### config.mk
export PLATFORM = sky130hd
export DESIGN_NAME = mem_access_stage
export DESIGN_NICKNAME = d
export VERILOG_FILES = /design/src/rtl/mem_access_stage.sv
export SDC_FILE = /design/constraint.sdc
export NUM_CORES = 1
export LEC_CHECK = 0
export BUFFER_PORTS_ARGS = -buffer_cell sky130_fd_sc_hd__buf_2
export CAP_MARGIN = 40
export CORE_ASPECT_RATIO = 1.75
export CORE_MARGIN = 2
export CORE_UTILIZATION = 40
export DETAILED_ROUTE_END_ITERATION = 7
export PLACE_DENSITY_LB_ADDON = 0.1
export SLEW_MARGIN = 10
export SYNTH_ARGS = -nofsm -noshare
export SYNTH_HDL_FRONTEND = slang
export SYNTH_SLANG_ARGS = --single-unit
### constraint.sdc
create_clock -name clk -period 1.7 [get_ports clk]
set_input_delay 0.085 -clock clk [delete_from_list [all_inputs] [get_ports clk]]
set_output_delay 0.085 -clock clk [all_outputs]
set_load 0.01 [all_outputs]
### src/rtl/mem_access_stage.sv
// Memory-access pipeline stage with a variable-latency req/ack RAM port.
// Handles lane placement, load extension, misalignment and wait timeout.
module mem_access_stage #(
  parameter int DATA_W  = 32,
  parameter int ADDR_W  = 32,
  parameter int REG_W   = 5,
  parameter int TIMEOUT = 255
) (
  input  logic                clk,
  input  logic                rst,
  input  logic                in_valid,
  output logic                in_ready,
  input  logic [ADDR_W-1:0]   addr,
  input  logic [DATA_W-1:0]   data_in,
  input  logic                MemRead,
  input  logic                MemWrite,
  input  logic [1:0]          size,
  input  logic                is_unsigned,
  input  logic                in_RegWrite,
  input  logic                in_MemToReg,
  input  logic                in_RegDataSrc,
  input  logic                in_PCSrc,
  input  logic [REG_W-1:0]    in_RegDest,
  output logic                mem_req,
  output logic                mem_we,
  output logic [ADDR_W-1:0]   mem_addr,
  output logic [DATA_W-1:0]   mem_wdata,
  output logic [DATA_W/8-1:0] mem_wstrb,
  input  logic                mem_ack,
  input  logic [DATA_W-1:0]   mem_rdata,
  output logic                out_valid,
  output logic [DATA_W-1:0]   data_out,
  output logic                out_RegWrite,
  output logic                out_MemToReg,
  output logic                out_RegDataSrc,
  output logic                out_PCSrc,
  output logic [REG_W-1:0]    out_RegDest,
  output logic                stall,
  output logic                err_misaligned,
  output logic                err_timeout,
  output logic                err_illegal
);

  localparam int STRB_W = DATA_W / 8;
  localparam int OFF_W  = $clog2(STRB_W);
  localparam int CNT_W  = $clog2(TIMEOUT + 1);

  typedef enum logic [1:0] {IDLE, WAIT, RESP} state_t;

  state_t r_state, w_state_nxt;

  logic [CNT_W-1:0]  r_cnt;
  logic              r_mem_req, r_mem_we;
  logic [ADDR_W-1:0] r_mem_addr;
  logic [DATA_W-1:0] r_mem_wdata;
  logic [STRB_W-1:0] r_mem_wstrb;
  logic [OFF_W-1:0]  r_off;
  logic [1:0]        r_size;
  logic              r_uns, r_load, r_tout;
  logic [DATA_W-1:0] r_result;
  logic              r_rw, r_m2r, r_rds, r_pcs;
  logic [REG_W-1:0]  r_rd;
  logic              r_out_valid;
  logic [DATA_W-1:0] r_data_out;
  logic              r_out_rw, r_out_m2r, r_out_rds, r_out_pcs;
  logic [REG_W-1:0]  r_out_rd;
  logic              r_err_mis, r_err_to, r_err_ill;

  logic              w_accept, w_is_mem, w_ill, w_mis, w_go, w_tout;
  logic [OFF_W-1:0]  w_off;
  logic [STRB_W-1:0] w_mask;
  logic [DATA_W-1:0] w_shr, w_lsh, w_ext;
  logic signed [DATA_W-1:0] w_sext;
  logic [6:0]        w_sh;

  assign w_off    = addr[OFF_W-1:0];
  assign w_accept = in_valid && (r_state == IDLE);
  assign w_is_mem = MemRead || MemWrite;
  assign w_ill    = (MemRead && MemWrite) ||
                    (w_is_mem && size == 2'b11 && DATA_W == 32);

  always_comb begin
    w_mis = 1'b0;
    case (size)
      2'b01:   w_mis = addr[0];
      2'b10:   w_mis = |addr[1:0];
      2'b11:   w_mis = |addr[2:0];
      default: w_mis = 1'b0;
    endcase
    w_mis = w_mis && w_is_mem && !w_ill;
  end

  assign w_go   = w_accept && w_is_mem && !w_ill && !w_mis;
  assign w_tout = (r_state == WAIT) && !mem_ack &&
                  (r_cnt == CNT_W'(TIMEOUT - 1));

  always_comb begin
    w_mask = '0;
    case (size)
      2'b00:   w_mask = STRB_W'(8'h01);
      2'b01:   w_mask = STRB_W'(8'h03);
      2'b10:   w_mask = STRB_W'(8'h0F);
      default: w_mask = STRB_W'(8'hFF);
    endcase
  end

  // Extension: push the field to the top, then shift back down.
  always_comb begin
    w_sh = 7'd0;
    case (r_size)
      2'b00:   w_sh = 7'(DATA_W - 8);
      2'b01:   w_sh = 7'(DATA_W - 16);
      2'b10:   w_sh = 7'(DATA_W - 32);
      default: w_sh = 7'd0;
    endcase
  end

  assign w_shr  = mem_rdata >> {r_off, 3'b000};
  assign w_lsh  = w_shr << w_sh;
  assign w_sext = $signed(w_lsh) >>> w_sh;
  assign w_ext  = r_uns ? (w_lsh >> w_sh) : w_sext;

  always_comb begin
    w_state_nxt = r_state;
    unique case (r_state)
      IDLE: if (w_go) w_state_nxt = WAIT;
      WAIT: if (mem_ack || w_tout) w_state_nxt = RESP;
      RESP: w_state_nxt = IDLE;
      default: w_state_nxt = IDLE;
    endcase
  end

  always_ff @(posedge clk or negedge rst) begin
    if (!rst) r_state <= IDLE;
    else      r_state <= w_state_nxt;
  end

  always_ff @(posedge clk or negedge rst) begin
    if (!rst) begin
      r_cnt       <= '0;
      r_mem_req   <= 1'b0;
      r_mem_we    <= 1'b0;
      r_mem_addr  <= '0;
      r_mem_wdata <= '0;
      r_mem_wstrb <= '0;
      r_off       <= '0;
      r_size      <= '0;
      r_uns       <= 1'b0;
      r_load      <= 1'b0;
      r_tout      <= 1'b0;
      r_result    <= '0;
      r_rw        <= 1'b0;
      r_m2r       <= 1'b0;
      r_rds       <= 1'b0;
      r_pcs       <= 1'b0;
      r_rd        <= '0;
      r_out_valid <= 1'b0;
      r_data_out  <= '0;
      r_out_rw    <= 1'b0;
      r_out_m2r   <= 1'b0;
      r_out_rds   <= 1'b0;
      r_out_pcs   <= 1'b0;
      r_out_rd    <= '0;
      r_err_mis   <= 1'b0;
      r_err_to    <= 1'b0;
      r_err_ill   <= 1'b0;
    end else begin
      r_out_valid <= 1'b0;
      r_err_mis   <= 1'b0;
      r_err_to    <= 1'b0;
      r_err_ill   <= 1'b0;
      unique case (r_state)
        IDLE: begin
          if (w_go) begin
            r_mem_req   <= 1'b1;
            r_mem_we    <= MemWrite;
            r_mem_addr  <= {addr[ADDR_W-1:OFF_W], OFF_W'(0)};
            r_mem_wdata <= data_in << {w_off, 3'b000};
            r_mem_wstrb <= MemWrite ? (w_mask << w_off) : '0;
            r_off       <= w_off;
            r_size      <= size;
            r_uns       <= is_unsigned;
            r_load      <= MemRead;
            r_tout      <= 1'b0;
            r_cnt       <= '0;
            r_rw        <= in_RegWrite;
            r_m2r       <= in_MemToReg;
            r_rds       <= in_RegDataSrc;
            r_pcs       <= in_PCSrc;
            r_rd        <= in_RegDest;
          end else if (w_accept) begin
            r_out_valid <= 1'b1;
            r_data_out  <= w_is_mem ? '0 : DATA_W'(addr);
            r_out_rw    <= in_RegWrite && !w_ill && !w_mis;
            r_out_m2r   <= in_MemToReg;
            r_out_rds   <= in_RegDataSrc;
            r_out_pcs   <= in_PCSrc;
            r_out_rd    <= in_RegDest;
            r_err_ill   <= w_ill;
            r_err_mis   <= w_mis;
          end
        end
        WAIT: begin
          if (mem_ack || w_tout) begin
            r_mem_req   <= 1'b0;
            r_mem_we    <= 1'b0;
            r_mem_wstrb <= '0;
            r_tout      <= !mem_ack;
            r_result    <= (mem_ack && r_load) ? w_ext : '0;
          end else begin
            r_cnt <= r_cnt + CNT_W'(1);
          end
        end
        RESP: begin
          r_out_valid <= 1'b1;
          r_data_out  <= r_result;
          r_out_rw    <= r_rw && !r_tout;
          r_out_m2r   <= r_m2r;
          r_out_rds   <= r_rds;
          r_out_pcs   <= r_pcs;
          r_out_rd    <= r_rd;
          r_err_to    <= r_tout;
        end
        default: ;
      endcase
    end
  end

  assign in_ready       = (r_state == IDLE);
  assign stall          = !in_ready;
  assign mem_req        = r_mem_req;
  assign mem_we         = r_mem_we;
  assign mem_addr       = r_mem_addr;
  assign mem_wdata      = r_mem_wdata;
  assign mem_wstrb      = r_mem_wstrb;
  assign out_valid      = r_out_valid;
  assign data_out       = r_data_out;
  assign out_RegWrite   = r_out_rw;
  assign out_MemToReg   = r_out_m2r;
  assign out_RegDataSrc = r_out_rds;
  assign out_PCSrc      = r_out_pcs;
  assign out_RegDest    = r_out_rd;
  assign err_misaligned = r_err_mis;
  assign err_timeout    = r_err_to;
  assign err_illegal    = r_err_ill;

endmodule

Yosys cells after proc, flatten, opt, wreduce, memory -nomap -nowiden
Index checks and enable logic that the tools add are counted.
Widths: inputs -> output; s select.
{ "totals": {"register_bits": 171, "latch_bits": 0, "ramBits": 0, "rom_bits": 0, "in_bits": 114, "out_inout_bits": 117, "n_memories": 0} }
{ "classes": {"n_addsub": 1, "n_mul": 0, "n_div": 0, "magnitude_cmp": 0, "eq_ne": 12, "shifts": 6, "mux": 52, "bitwise": 0, "reduce_logical": 35} }
{ "ops": {"columns": ["op", "n"], "rows": [
  ["$mux 32", 5],
  ["$pmux 32 s2", 1],
  ["$shl 32x5->32", 1],
  ["$shl 32x7->32", 1],
  ["$shr 32x5->32", 1],
  ["$shr 32x7->32", 1],
  ["$sshr 32x7->32", 1],
  ["$mux 1", 22],
  ["$pmux 5 s2", 2],
  ["$mux 8", 2],
  ["$pmux 1 s2", 8],
  ["$pmux 4 s2", 2],
  ["$pmux 8 s2", 1],
  ["$logic_and 1x1->1", 14],
  ["$mux 4", 3],
  ["$mux 5", 2],
  ["$reduce_and 3->1", 3],
  ["$add 8x1->8 const B", 1],
  ["$eq 8x8->1 const B", 1],
  ["$eq 2x1->1 const B", 3],
  ["$eq 2x2->1 const B", 3],
  ["$logic_not 2->1", 3],
  ["$ne 2x1->1 const B", 3],
  ["$reduce_and 2->1", 3],
  ["10 further kinds", 19]
]} }

Logic depth before layout (Yosys ltp)
Gate-level depths: netlist of the first run.
{ "depth": {"depth_word": 10, "mapped_depth": 7, "ltp_nobuf": 6} }

Worst setup path before layout of the first run
OpenSTA, ideal clock, no wires.
{ "synth_path": {"path_kind": "reg2reg", "startpoint": "register r_state[0]", "endpoint": "register r_mem_addr[19] (netlist: mem_addr[19])", "setup_time_ns": 0.125, "arrival_time_ns": 1.885, "required_ns": 1.575, "path_slack_ns": -0.309, "path_stages_with_launch": 8, "n_path_buf": 3, "period_less_slack_ns": 2.009, "path_cell_list": "dfrtp_1 -> buf_2 -> nor2_1 -> nand4_2 -> nor2_4 -> buf_6 -> buf_6 -> mux2_2"} }
{ "synth_between": {"elab_chain_cells": 6} }
{ "synth_lines": {"columns": ["element", "line_no", "source"], "rows": [
  ["start: declaration", "50", "state_t r_state, w_state_nxt;"],
  ["start signal: assignment", "135", "else r_state <= w_state_nxt;"],
  ["$logic_not 2->1 *", null, null],
  ["named net in_ready", "12", "output logic in_ready,"],
  ["$logic_and 1x1->1", "77", "assign w_accept = in_valid && (r_state == IDLE);"],
  ["$logic_and 1x1->1 (3 in series)", "93", "assign w_go = w_accept && w_is_mem && !w_ill && !w_mis;"],
  ["$reduce_and 2->1 (no line) *", null, null],
  ["end signal: assignment", "177", "r_mem_addr <= {addr[ADDR_W-1:OFF_W], OFF_W'(0)};"],
  ["end: declaration", "54", "logic [ADDR_W-1:0] r_mem_addr;"]
]} }
The timed path passes the listed nets; every way through them passes the cells marked *.
A chain may end at the register's enable or synchronous reset.

Final worst setup path of the first run
{ "layout_path": {"startpoint": "register r_cnt[0]", "endpoint": "register r_result[26]"} }
{ "layout_between": {"elab_chain_cells": 4} }
{ "layout_lines": {"columns": ["element", "line_no", "source"], "rows": [
  ["start: declaration", "52", "logic [CNT_W-1:0] r_cnt;"],
  ["start signal: assignment", "211", "r_cnt <= r_cnt + CNT_W'(1);"],
  ["$eq 8x8->1", "95", "(r_cnt == CNT_W'(TIMEOUT - 1));"],
  ["$logic_and 1x1->1", "94", "assign w_tout = (r_state == WAIT) && !mem_ack &&"],
  ["$logic_or 1x1->1", "204", "if (mem_ack || w_tout) begin"],
  ["$reduce_and 2->1 (no line)", null, null],
  ["end signal: assignment", "209", "r_result <= (mem_ack && r_load) ? w_ext : '0;"],
  ["end: declaration", "60", "logic [DATA_W-1:0] r_result;"]
]} }
Every way passes these cells.

==> run metrics, run 1 <==
status finished, final reports clean; DRC 0; Rel. slew slack 46.6%; unrepaired setup endpoints after global routing true; DR vias/cell 5.42; initial antenna violation count 0; DRT Pass-1 Iters 5; Async SR Flop Fraction 100%; cell area after synthesis 7920 sq um; critical path's top delay family compound AO/OA/AOI/OAI gates; peak supply drop 0.748 mV; initial DRC count 409; Buf/Inv on CP 2; Main synth FF type dfrtp_1; Synth top area share 54.0%; synthesized area per cell 11.2 sq um; H-tree lvl count 4; fin area 11,100 sq um; die width 110 um; Hold Path Class input pin to flop; most common cell after layout, fill and taps aside buf_2; Seq pwr share 41.6%; Final Instance Count excl. Fillers 1,281; synthesis-stage register bit count 171; clock-pin slew on the worst setup and hold paths 70 ps; ANT nets after route 0; Final Critical Period 1670 ps; Pint 0.0100 W; Syn-to-layout area delta 40.3%; YS warnings 0; Clock Path Buffers 2; switching power 0.00455 W; total grt overflow 0; Vias 6,939; CTS buffer count 17; GRT Total Usage 23.4%; Required @ worst endpoint 2010 ps; Post-synth EDFFs 0; Final HPWL DP 18,100 um; post-synthesis sequential area ratio 54.0%; Sw Ratio 31.3%; total power 0.0146 W; critical path type flop to flop; io pins 231; vias in the first global route 7,259; count of pins over their slew limit 0; Total Wirelength 24,900 um; synth unique cells 53; first-pass GRT wire length 37,700 um; placed cell count 1,182; Worst Skew 11.7 ps; Max Clk Rate 0.599 GHz; pin slew with the least headroom to its limit 799 ps; largest cells by area after synthesis dfrtp_1 54%, mux2_2 9.9%, mux2i_1 4.0%; final setup fails 0; cells along the critical path inv_1 > ha_2 > nand2_4 > nor3_4 > o21ai_2 > buf_12 > a221o_1; synthesized instance count 710; max cap viols 0; Clk Latency, worst-skew pair 440 ps; clock network power share 28.4%; crit-path max FO 32; Leak 5.25 nW; most frequent cells in the layout 227 x buf_2, 169 x dfrtp_1, 61 x mux2_2; Final Cycle Share 98.2%; diodes inserted 0; Final Hold Fails 0; GP Congestion 0.847; Avg WL per Cell 19.4 um; slowest CP cell dfrtp_1; CP Launch Type flop; chip height 190 um; fin nets 1,139; final-layout fill cell count 1,692; Placed Area 9730 sq um; layout cells sized above 1 39.7%; core area 19,600 sq um; CTS tree built; IO buf count 228; die area 21,000 sq um; Starting Density 40.5%; CP Data Arrival Time 1980 ps; Hold Worst Slack 21.7 ps; CP endpoint kind flop; maximum number of pins on one net before global-route repair 55; Clock Tree Root clkbuf_16; placement row count 68; Clock Sink Count 171; Power Density 1310 nW/um^2; Comb pwr share 30.0%; area leader, netlist dfrtp_1; slowest stage delay, CP 400 ps
==> power by group through the flow <==
| stage | logic (W) | clock network [W] | registers [W] |
|---|---|---|---|
| 2_1_floorplan | 0.00210 | 0 | 0.00630 |
| 4_1_cts | 0.00434 | 0.00423 | 0.00607 |
| 3_3_place_gp | 0.00412 | 0 | 0.00608 |
| 5_1_grt | 0.00478 | 0.00440 | 0.00622 |
| 3_5_place_dp | 0.00420 | 0 | 0.00614 |
| 6_report | 0.00437 | 0.00414 | 0.00606 |
==> synthesized netlist by cell type, types with 2 or more instances <==
master,instances
a211oi_1,9
a21o_1,3
a21oi_1,61
a221o_1,16
a22o_1,12
a22oi_1,34
a31oi_1,9
buf_1,6
buf_2,9
buf_4,5
buf_6,3
clkbuf_1,33
dfrtp_1,171
ha_1,2
inv_1,12
mux2_2,70
mux2i_1,32
nand2_1,42
nand2b_1,2
nand3_1,3
nand4b_1,3
nor2_1,54
nor2b_1,15
nor3_1,6
nor4_1,2
o211ai_1,2
o21ai_0,40
o21ai_1,2
o21bai_1,2
o2bb2ai_1,7
o31ai_1,11
o41ai_1,8
or3_1,2
or4_1,2
xor2_1,2
==> worst register-to-register path: cells and delay by family (launching register included) <==
family	cells	cell delay, ps
compound gates	2	470
fa+ha+maj	1	210
buf+inv	2	240
flops	1	400
simple gates	2	240
==> flip-flops by register name, indices dropped and copies added (netlist names), 2 cells and up <==
name / cells
data_out: 32
mem_addr: 30
mem_wdata: 32
mem_wstrb: 4
out_RegDest: 5
r_cnt: 8
r_off: 2
r_rd: 5
r_result: 32
r_size: 2
r_state: 2
==> through the flow <==
step	TNS [ps]	util, %	setup slack [ps]
final	0	56.8	30.9
after global routing	-616	56.8	-49.6
after CTS	-49.8	56.0	-25.6
after detailed placement	-278	49.7	-29.9
after global placement	0	49.7	39.2
after floorplan	-308	-	-47.5
==> cells by family (layout without fill, tap and decap cells) <==
family          Yosys count  after routing  synth area share, %
compound gates          224            224                 19.0
xor+xnor                  3              3                0.332
fa+ha+maj                 3              3                0.442
buf+inv                  68            393                 3.88
flops                   171            171                 54.0
mux                     103            103                 14.3
other cells               1              2               0.0473
simple gates            137            137                 8.05
==> per-layer routing <==
metal	track usage (%)	vias up	part of all wire, %	routed length, um
li1	-	3227	-	-
met1	25.7	3442	37	9270
met2	43.1	235	55	13600
met3	5.55	35	5.6	1390
met4	8.13	0	2.6	658
met5	0	-	0	0
==> final timing paths <==
path / start / depth (start not counted) / slack (ps) / endpoint
worst max-delay path: r_cnt[0] / 7 / 30 / r_result[26]
worst min-delay path: mem_rdata[19] / 4 / 20 / r_result[11]
worst max register to register: r_cnt[0] / 7 / 30 / r_result[26]
worst min register to register: r_result[1] / 1 / 490 / r_result[1]
max in group asynchronous: rst / 3 / 860 / mem_wdata[28]
min in group asynchronous: rst / 2 / 150 / data_out[21]
==> final cells by class <==
cell class,instances,area [sq um],share of cell area [%]
sequential,171,4280,38.5
timing repair buffer,349,2370,21.4
inverter,12,45.0,0.405
clock buffer,22,454,4.09
clock inverter,10,165,1.49
tap,245,307,2.76
multi-input combinational,472,3490,31.4
==> timing repair <==
action / in CTS / in global routing
hold endpoints to repair: 133 / 0
pin swaps: 1 / 5
setup buffers: 1 / 4
endpoints found under the setup margin: 20 / 105
gates resized for setup: 5 / 15
cloned: 0 / 3
hold buffers: 59 / 0
Power figures use the tool's default switching activity.
==> run 2: changes to the inputs <==
==> constraint.sdc (replaced) <==
create_clock -name clk -period 1.7 [get_ports clk]
set_input_delay 0.17 -clock clk [delete_from_list [all_inputs] [get_ports clk]]
set_output_delay 0.17 -clock clk [all_outputs]
set_load 0.01 [all_outputs]
==> run 2 against run 1 <==
Effect of this change: via count rose by 0.85%; maximum frequency is 0.31% higher; global-route usage is 0.55 points higher; setup slack better by 5.2 ps; final cell count is 0.16% higher; clock power shrank 1%; sequential share of layout area shrank 0.28 points; combinational power is 1% higher; clock skew shrank 4.3 ps; core utilization rose by 0.41 points; flip-flop and latch count did not move; final area grew 0.72%; critical path type unchanged.
==> run metrics, run 2 (same netlist as run 1, synthesis figures left out) <==
chip height 190 um (unchanged); Starting Density 40.5% (unchanged); Clock Tree Root clkbuf_16 (unchanged); first-pass GRT wire length 38,300 um (was 37,700 um); initial antenna violation count 1 (was 0); GRT Total Usage 24.0% (was 23.4%); total grt overflow 0 (unchanged); DR vias/cell 5.45 (was 5.42); Worst Skew 7.44 ps (was 11.7 ps); clock-pin slew on the worst setup and hold paths 60 ps (was 70 ps); crit path from r_state[1] (was r_cnt[0]); final setup fails 0 (unchanged); Final Instance Count excl. Fillers 1,283 (was 1,281); Avg WL per Cell 20.0 um (was 19.4 um); Rel. slew slack 42.8% (was 46.6%); worst reg-to-reg path cell count 6 (was 7); Placed Area 9770 sq um (was 9730 sq um); R2R setup slack 40 ps (was 30 ps); Final Hold Fails 0 (unchanged); count of pins over their slew limit 0 (unchanged); Power Density 1300 nW/um^2 (was 1310 nW/um^2); Max Clk Rate 0.601 GHz (was 0.599 GHz); status finished, final reports clean (unchanged); core area 19,600 sq um (unchanged); GP Congestion 0.864 (was 0.847); Required @ worst endpoint 2030 ps (was 2010 ps); DRC 0 (unchanged); Final Critical Period 1660 ps (was 1670 ps); Clk Latency, worst-skew pair 440 ps (about the same); CP Data Arrival Time 1990 ps (was 1980 ps); max cap viols 0 (unchanged); Syn-to-layout area delta 41.3% (was 40.3%); CP Launch Type flop (unchanged); vias in the first global route 7,244 (was 7,259); FF-to-FF Start r_state[1] (was r_cnt[0]); peak supply drop 1.09 mV (was 0.748 mV); die width 110 um (unchanged); DRT Pass-1 Iters 5 (unchanged); Vias 6,998 (was 6,939); fin area 11,200 sq um (was 11,100 sq um); unrepaired setup endpoints after global routing true (unchanged); most frequent cells in the layout 227 x buf_2, 169 x dfrtp_1, 61 x mux2_2 (unchanged); Clock Path Buffers 2 (unchanged); worst setup path endpoint mem_wdata[16] (was r_result[26]); initial DRC count 414 (was 409); Clock Sink Count 171 (unchanged); maximum number of pins on one net before global-route repair 55 (unchanged); crit-path max FO 8 (was 32); RR Endpoint mem_wdata[16] (was r_result[26]); CTS buffer count 17 (unchanged); Leak 5.28 nW (was 5.25 nW); CTS tree built (unchanged); Final HPWL DP 18,100 um (about the same); placement row count 68 (unchanged); most common cell after layout, fill and taps aside buf_2 (unchanged); layout cells sized above 1 41.4% (was 39.7%); H-tree lvl count 4 (unchanged); ANT nets after route 0 (unchanged); die area 21,000 sq um (unchanged); Final Cycle Share 97.9% (was 98.2%); IO buf count 228 (unchanged); CP endpoint kind flop (unchanged); critical path type flop to flop (unchanged); Total Wirelength 25,600 um (was 24,900 um); io pins 231 (unchanged); placed cell count 1,185 (was 1,182); pin slew with the least headroom to its limit 856 ps (was 799 ps); fin nets 1,138 (was 1,139); Hold Path Class input pin to flop (unchanged)
-- run 2: cell count changes in the layout (fill, tap and decap cells not counted), sizes merged --
cell,before,now
dlygate4sd3,59,48
buf,287,296
bufinv,4,3
inv,13,16
diode,0,3
clkinvlp,3,4
clkbuf,25,23
-- run 2: worst min-delay path by stage --
stage / start / end / cells past startpoint
6_report: data_in[6] / mem_wdata[6] / 3
4_1_cts: in_valid / err_illegal / 3
3_5_place_dp: rst / mem_addr[21] / 1
2_1_floorplan: rst / data_out[0] / 0
3_3_place_gp: rst / data_out[20] / 1
5_1_grt: mem_rdata[29] / r_result[29] / 2
-- run 2: cell type report --
cell class / instances / area, sq um
clock inverters: 13 / 165
inverters: 12 / 45.0
fillers: 1694 / 8370
diodes: 3 / 7.51
flip-flops and latches: 171 / 4280
multi-input cells: 472 / 3520
repair buffers: 348 / 2430
well taps: 245 / 307
clock buffers: 19 / 443
-- run 2: repair_timing --
action                                 4_1_cts  5_1_grt
pin swaps                                    1        4
cloned                                       0        6
setup endpoints to repair                   33      105
setup buffers                                0        9
hold buffers                                48        0
gates resized for setup                      2       24
endpoints found under the hold margin       93        0
-- run 2: critical path, cell delays in order, from the launching register on --
cell and delay [ps]:
dfrtp_2 460, nor2_4 160, nand4_4 100, nor2_4 120
buf_12 170, buf_6 180, mux2_2 340
-- run 2: metrics by stage --
stage / util, % / hold slack (ps) / setup TNS [ps] / worst slack [ps] / power (W)
2_1_floorplan: - / -126 / -308 / -47.5 / 0.00840
3_3_place_gp: 49.9 / 129 / 0 / 15.4 / 0.0102
3_5_place_dp: 49.9 / 135 / -528 / -79.3 / 0.0103
4_1_cts: 55.6 / 0.122 / -977 / -64.4 / 0.0146
5_1_grt: 57.2 / 10.5 / -161 / -40.4 / 0.0154
6_report: 57.2 / 11.0 / 0 / 36.1 / 0.0146
-- run 2: power by group --
part / internal (W) / switching, W / total (W)
sequential: 0.00529 / 0.000779 / 0.00607
clock: 0.00236 / 0.00171 / 0.00408
combinational: 0.00224 / 0.00218 / 0.00442
-- run 2: routing by layer --
| layer | part of all wire, % | track usage, % | vias up |
|---|---|---|---|
| li1 | - | - | 3241 |
| met1 | 37 | 26.2 | 3453 |
| met2 | 54 | 43.2 | 265 |
| met3 | 6.3 | 6.58 | 39 |
| met4 | 2.7 | 8.99 | 0 |
| met5 | 0 | 0 | - |
==> run 3: changes to the inputs <==
ABC_AREA = 1   (was unset)
==> run 3 against run 2 <==
Effect of this change: largest power group unchanged; clock power about the same; global-route usage is 0.16 points higher; sequential share of layout area grew 0.15 points; highest routed layer is now met5; routed wire length increased by 3.4%; maximum frequency rose by 3.7%; largest cell class unchanged.
==> run metrics, run 3 <==
Adder-Cell Fraction of Synth Area 0.299% (was 0.442%); DR vias/cell 4.92 (was 5.45); Main synth FF type dfrtp_1 (unchanged); Clock Sink Count 171 (unchanged); CTS tree built (unchanged); simple-gate area share of the yosys netlist 30.0% (was 8.05%); cell area after synthesis 8360 sq um (was 7920 sq um); Compound-Gate Fraction of Synth Area 11.5% (was 19.0%); Worst Skew 12.4 ps (was 7.44 ps); area leader, netlist dfrtp_1 (unchanged); diodes inserted 0 (was 3); top post-synthesis cells by count 507 x nand2_1, 171 x dfrtp_1, 120 x o21ai_0 (was 171 x dfrtp_1, 70 x mux2_2, 61 x a21oi_1); Reg area 4280 sq um (about the same); Synth top area share 51.2% (was 54.0%); Total Wirelength 26,500 um (was 25,600 um); unrepaired setup endpoints after global routing true (unchanged); final-layout fill cell count 2,140 (was 1,694); status finished, final reports clean (unchanged); Clock Path Buffers 2 (unchanged); synthesized instance count 1,119 (was 710); worst reg-to-reg path cell count 6 (unchanged); Post-synth EDFFs 0 (unchanged); initial antenna violation count 1 (unchanged); Clock Tree Root clkbuf_16 (unchanged); clock network power share 28.6% (was 28.0%); FF-to-FF Start r_off[0] (was r_state[1]); Clk Latency, worst-skew pair 430 ps (was 440 ps); RR Endpoint r_result[10] (was mem_wdata[16]); CTS buffer count 17 (unchanged); switching power 0.00499 W (was 0.00468 W); synth unique cells 34 (was 53); vias in the first global route 8,021 (was 7,244); GP Congestion 0.944 (was 0.864); total grt overflow 0 (unchanged); critical path type flop to flop (unchanged); IO buf count 228 (unchanged); count leader, synth nand2_1 (was dfrtp_1); CP Launch Type flop (unchanged); worst setup path endpoint r_result[10] (was mem_wdata[16]); crit path from r_off[0] (was r_state[1]); Final HPWL DP 19,500 um (was 18,100 um); Avg WL per Cell 16.0 um (was 20.0 um); post-synthesis sequential area ratio 51.2% (was 54.0%); initial DRC count 490 (was 414); chip height 195 um (was 190 um); cells along the critical path inv_1 > buf_12 > o21ai_0 > o211ai_1 > nand3_1 > nand2_1 (was nor2_4 > nand4_4 > nor2_4 > buf_12 > buf_6 > mux2_2); crit-path max FO 21 (was 8); slowest stage delay, CP 390 ps (was 460 ps); CP endpoint kind flop (unchanged); first-pass GRT wire length 41,500 um (was 38,300 um); final setup margin 95.3 ps (was 36.1 ps); Starting Density 40.5% (about the same); slowest CP cell o211ai_1 (was dfrtp_2); Power Density 1290 nW/um^2 (was 1300 nW/um^2); CP Data Arrival Time 1980 ps (was 1990 ps); Max Clk Rate 0.623 GHz (was 0.601 GHz); Vias 8,137 (was 6,998); setup slack at placement 22.6 ps (was -79.3 ps); mux cell area share after synthesis 0.718% (was 14.3%); Final Critical Period 1600 ps (was 1660 ps); core area 20,700 sq um (was 19,600 sq um); Util after Layout 53.9% (was 57.2%); largest family of logic cells by synthesized area simple AND/OR/NAND/NOR gates (was compound AO/OA/AOI/OAI gates); Leak 6.12 nW (was 5.28 nW); Required @ worst endpoint 2070 ps (was 2030 ps); layout cells sized above 1 23.4% (was 41.4%); fin nets 1,506 (was 1,138); final setup fails 0 (unchanged); post-synthesis xor/xnor area fraction 0.419% (was 0.332%); Hold Startpoint addr[2] (was data_in[6]); Syn-to-layout area delta 33.3% (was 41.3%); synthesized area per cell 7.47 sq um (was 11.2 sq um); Multi-input gate area 3650 sq um (was 3520 sq um); peak supply drop 0.605 mV (was 1.09 mV); total power 0.0144 W (was 0.0146 W); largest cells by area after synthesis dfrtp_1 51%, nand2_1 23%, o21ai_0 7.2% (was dfrtp_1 54%, mux2_2 9.9%, mux2i_1 4.0%); GRT Total Usage 24.2% (was 24.0%); most frequent cells in the layout 504 x nand2_1, 227 x buf_2, 171 x dfrtp_1 (was 227 x buf_2, 169 x dfrtp_1, 61 x mux2_2); R2R setup slack 100 ps (was 40 ps); maximum number of pins on one net before global-route repair 59 (was 55); Seq pwr share 40.2% (was 41.7%); die area 22,100 sq um (was 21,000 sq um); Sw Ratio 34.7% (was 32.1%); Pint 0.00938 W (was 0.00989 W); YS warnings 0 (unchanged); die width 113 um (was 110 um); synthesis-stage register bit count 171 (unchanged); max cap viols 0 (unchanged); count of pins over their slew limit 0 (unchanged); DRC 0 (unchanged); ANT nets after route 0 (unchanged); Hold Path Class input pin to flop (unchanged); Hold Worst Slack 27.2 ps (was 11.0 ps); H-tree lvl count 4 (unchanged); Final Cycle Share 94.4% (was 97.9%); most common cell after layout, fill and taps aside nand2_1 (was buf_2); Comb pwr share 31.1% (was 30.3%); Async SR Flop Fraction 100% (unchanged); io pins 231 (unchanged); Final Hold Fails 0 (unchanged); placement row count 70 (was 68); clock-pin slew on the worst setup and hold paths 70 ps (was 60 ps); DRT Pass-1 Iters 5 (unchanged)
run 3: cell types whose count changed in the layout (fill, tap and decap cells not counted), moves of 16 or more:
cell | before | now
mux2i_1 | 32 | 6
o21ai_1 | 3 | 23
a21oi_1 | 59 | 8
nand3_1 | 2 | 47
inv_1 | 12 | 49
o21ai_0 | 38 | 116
mux2_2 | 61 | 0
a22oi_1 | 34 | 1
nand2_1 | 41 | 504
a221o_1 | 16 | 0
run 3: what timing repair did:
item,in CTS,in global routing
gates resized for setup,1,13
setup buffers,0,3
hold buffers,36,0
gates cloned,0,1
setup endpoints to repair,2,125
endpoints found under the hold margin,72,0
run 3: cell families (layout without fill, tap and decap cells):
group	after synthesis	after routing
DFF	171	171
xor gates and xnor gates	4	4
and+or+nand+nor	637	637
adders and majority gates	2	2
buffers and inverters	118	401
muxes	6	6
AOI/OAI and AO/OA	180	180
other	1	2
run 3: cell type report:
type	count	share of cell area [%]
Timing Repair Buffer	316	18.6
Clock inverter	12	1.44
Tap cell	252	2.83
Sequential cell	171	38.4
Clock buffer	20	4.19
Multi-Input combinational cell	831	32.8
Inverter	53	1.78
run 3: stage by stage:
stage	instances	TNS, ps	cell area, sq um
4_1_cts	1651	0	11000
3_5_place_dp	1583	0	10100
5_1_grt	1655	-328	11100
3_3_place_gp	1583	0	10100
2_1_floorplan	1120	0	8370
6_report	1655	0	11100
run 3: power groups by stage:
| stage | Clock, W | Sequential, W | Combinational (W) |
|---|---|---|---|
| finish | 0.00411 | 0.00578 | 0.00447 |
| global placement | 0 | 0.00584 | 0.00428 |
| global route | 0.00434 | 0.00591 | 0.00504 |
| CTS | 0.00420 | 0.00579 | 0.00443 |
| detailed placement | 0 | 0.00585 | 0.00435 |
| floorplan | 0 | 0.00602 | 0.00219 |
run 3: worst max-delay path, delay by kind of cell, from the launching register on:
family / cells / cell delay [ps]
compound gates: 2 / 500
buf+inv: 2 / 380
flops: 1 / 370
simple gates: 2 / 300
run 3: worst min-delay path by stage:
stage	slack [ps]	to	cells after the start
floorplan	-130	data_out[0]	0
global placement	120	mem_addr[29]	1
detailed placement	110	mem_addr[29]	1
CTS	20	mem_addr[2]	3
global route	30	r_rd[3]	3
finish	30	mem_addr[2]	3
run 3: metal layers:
layer  up-vias  part of all wire [%]  GRT usage [%]
met5         -                 0.049              0
met4         2                   3.9           11.2
met3        52                   4.6           4.59
met2       243                    55           45.7
met1      3736                    37           25.2
li1       4104                     -              -
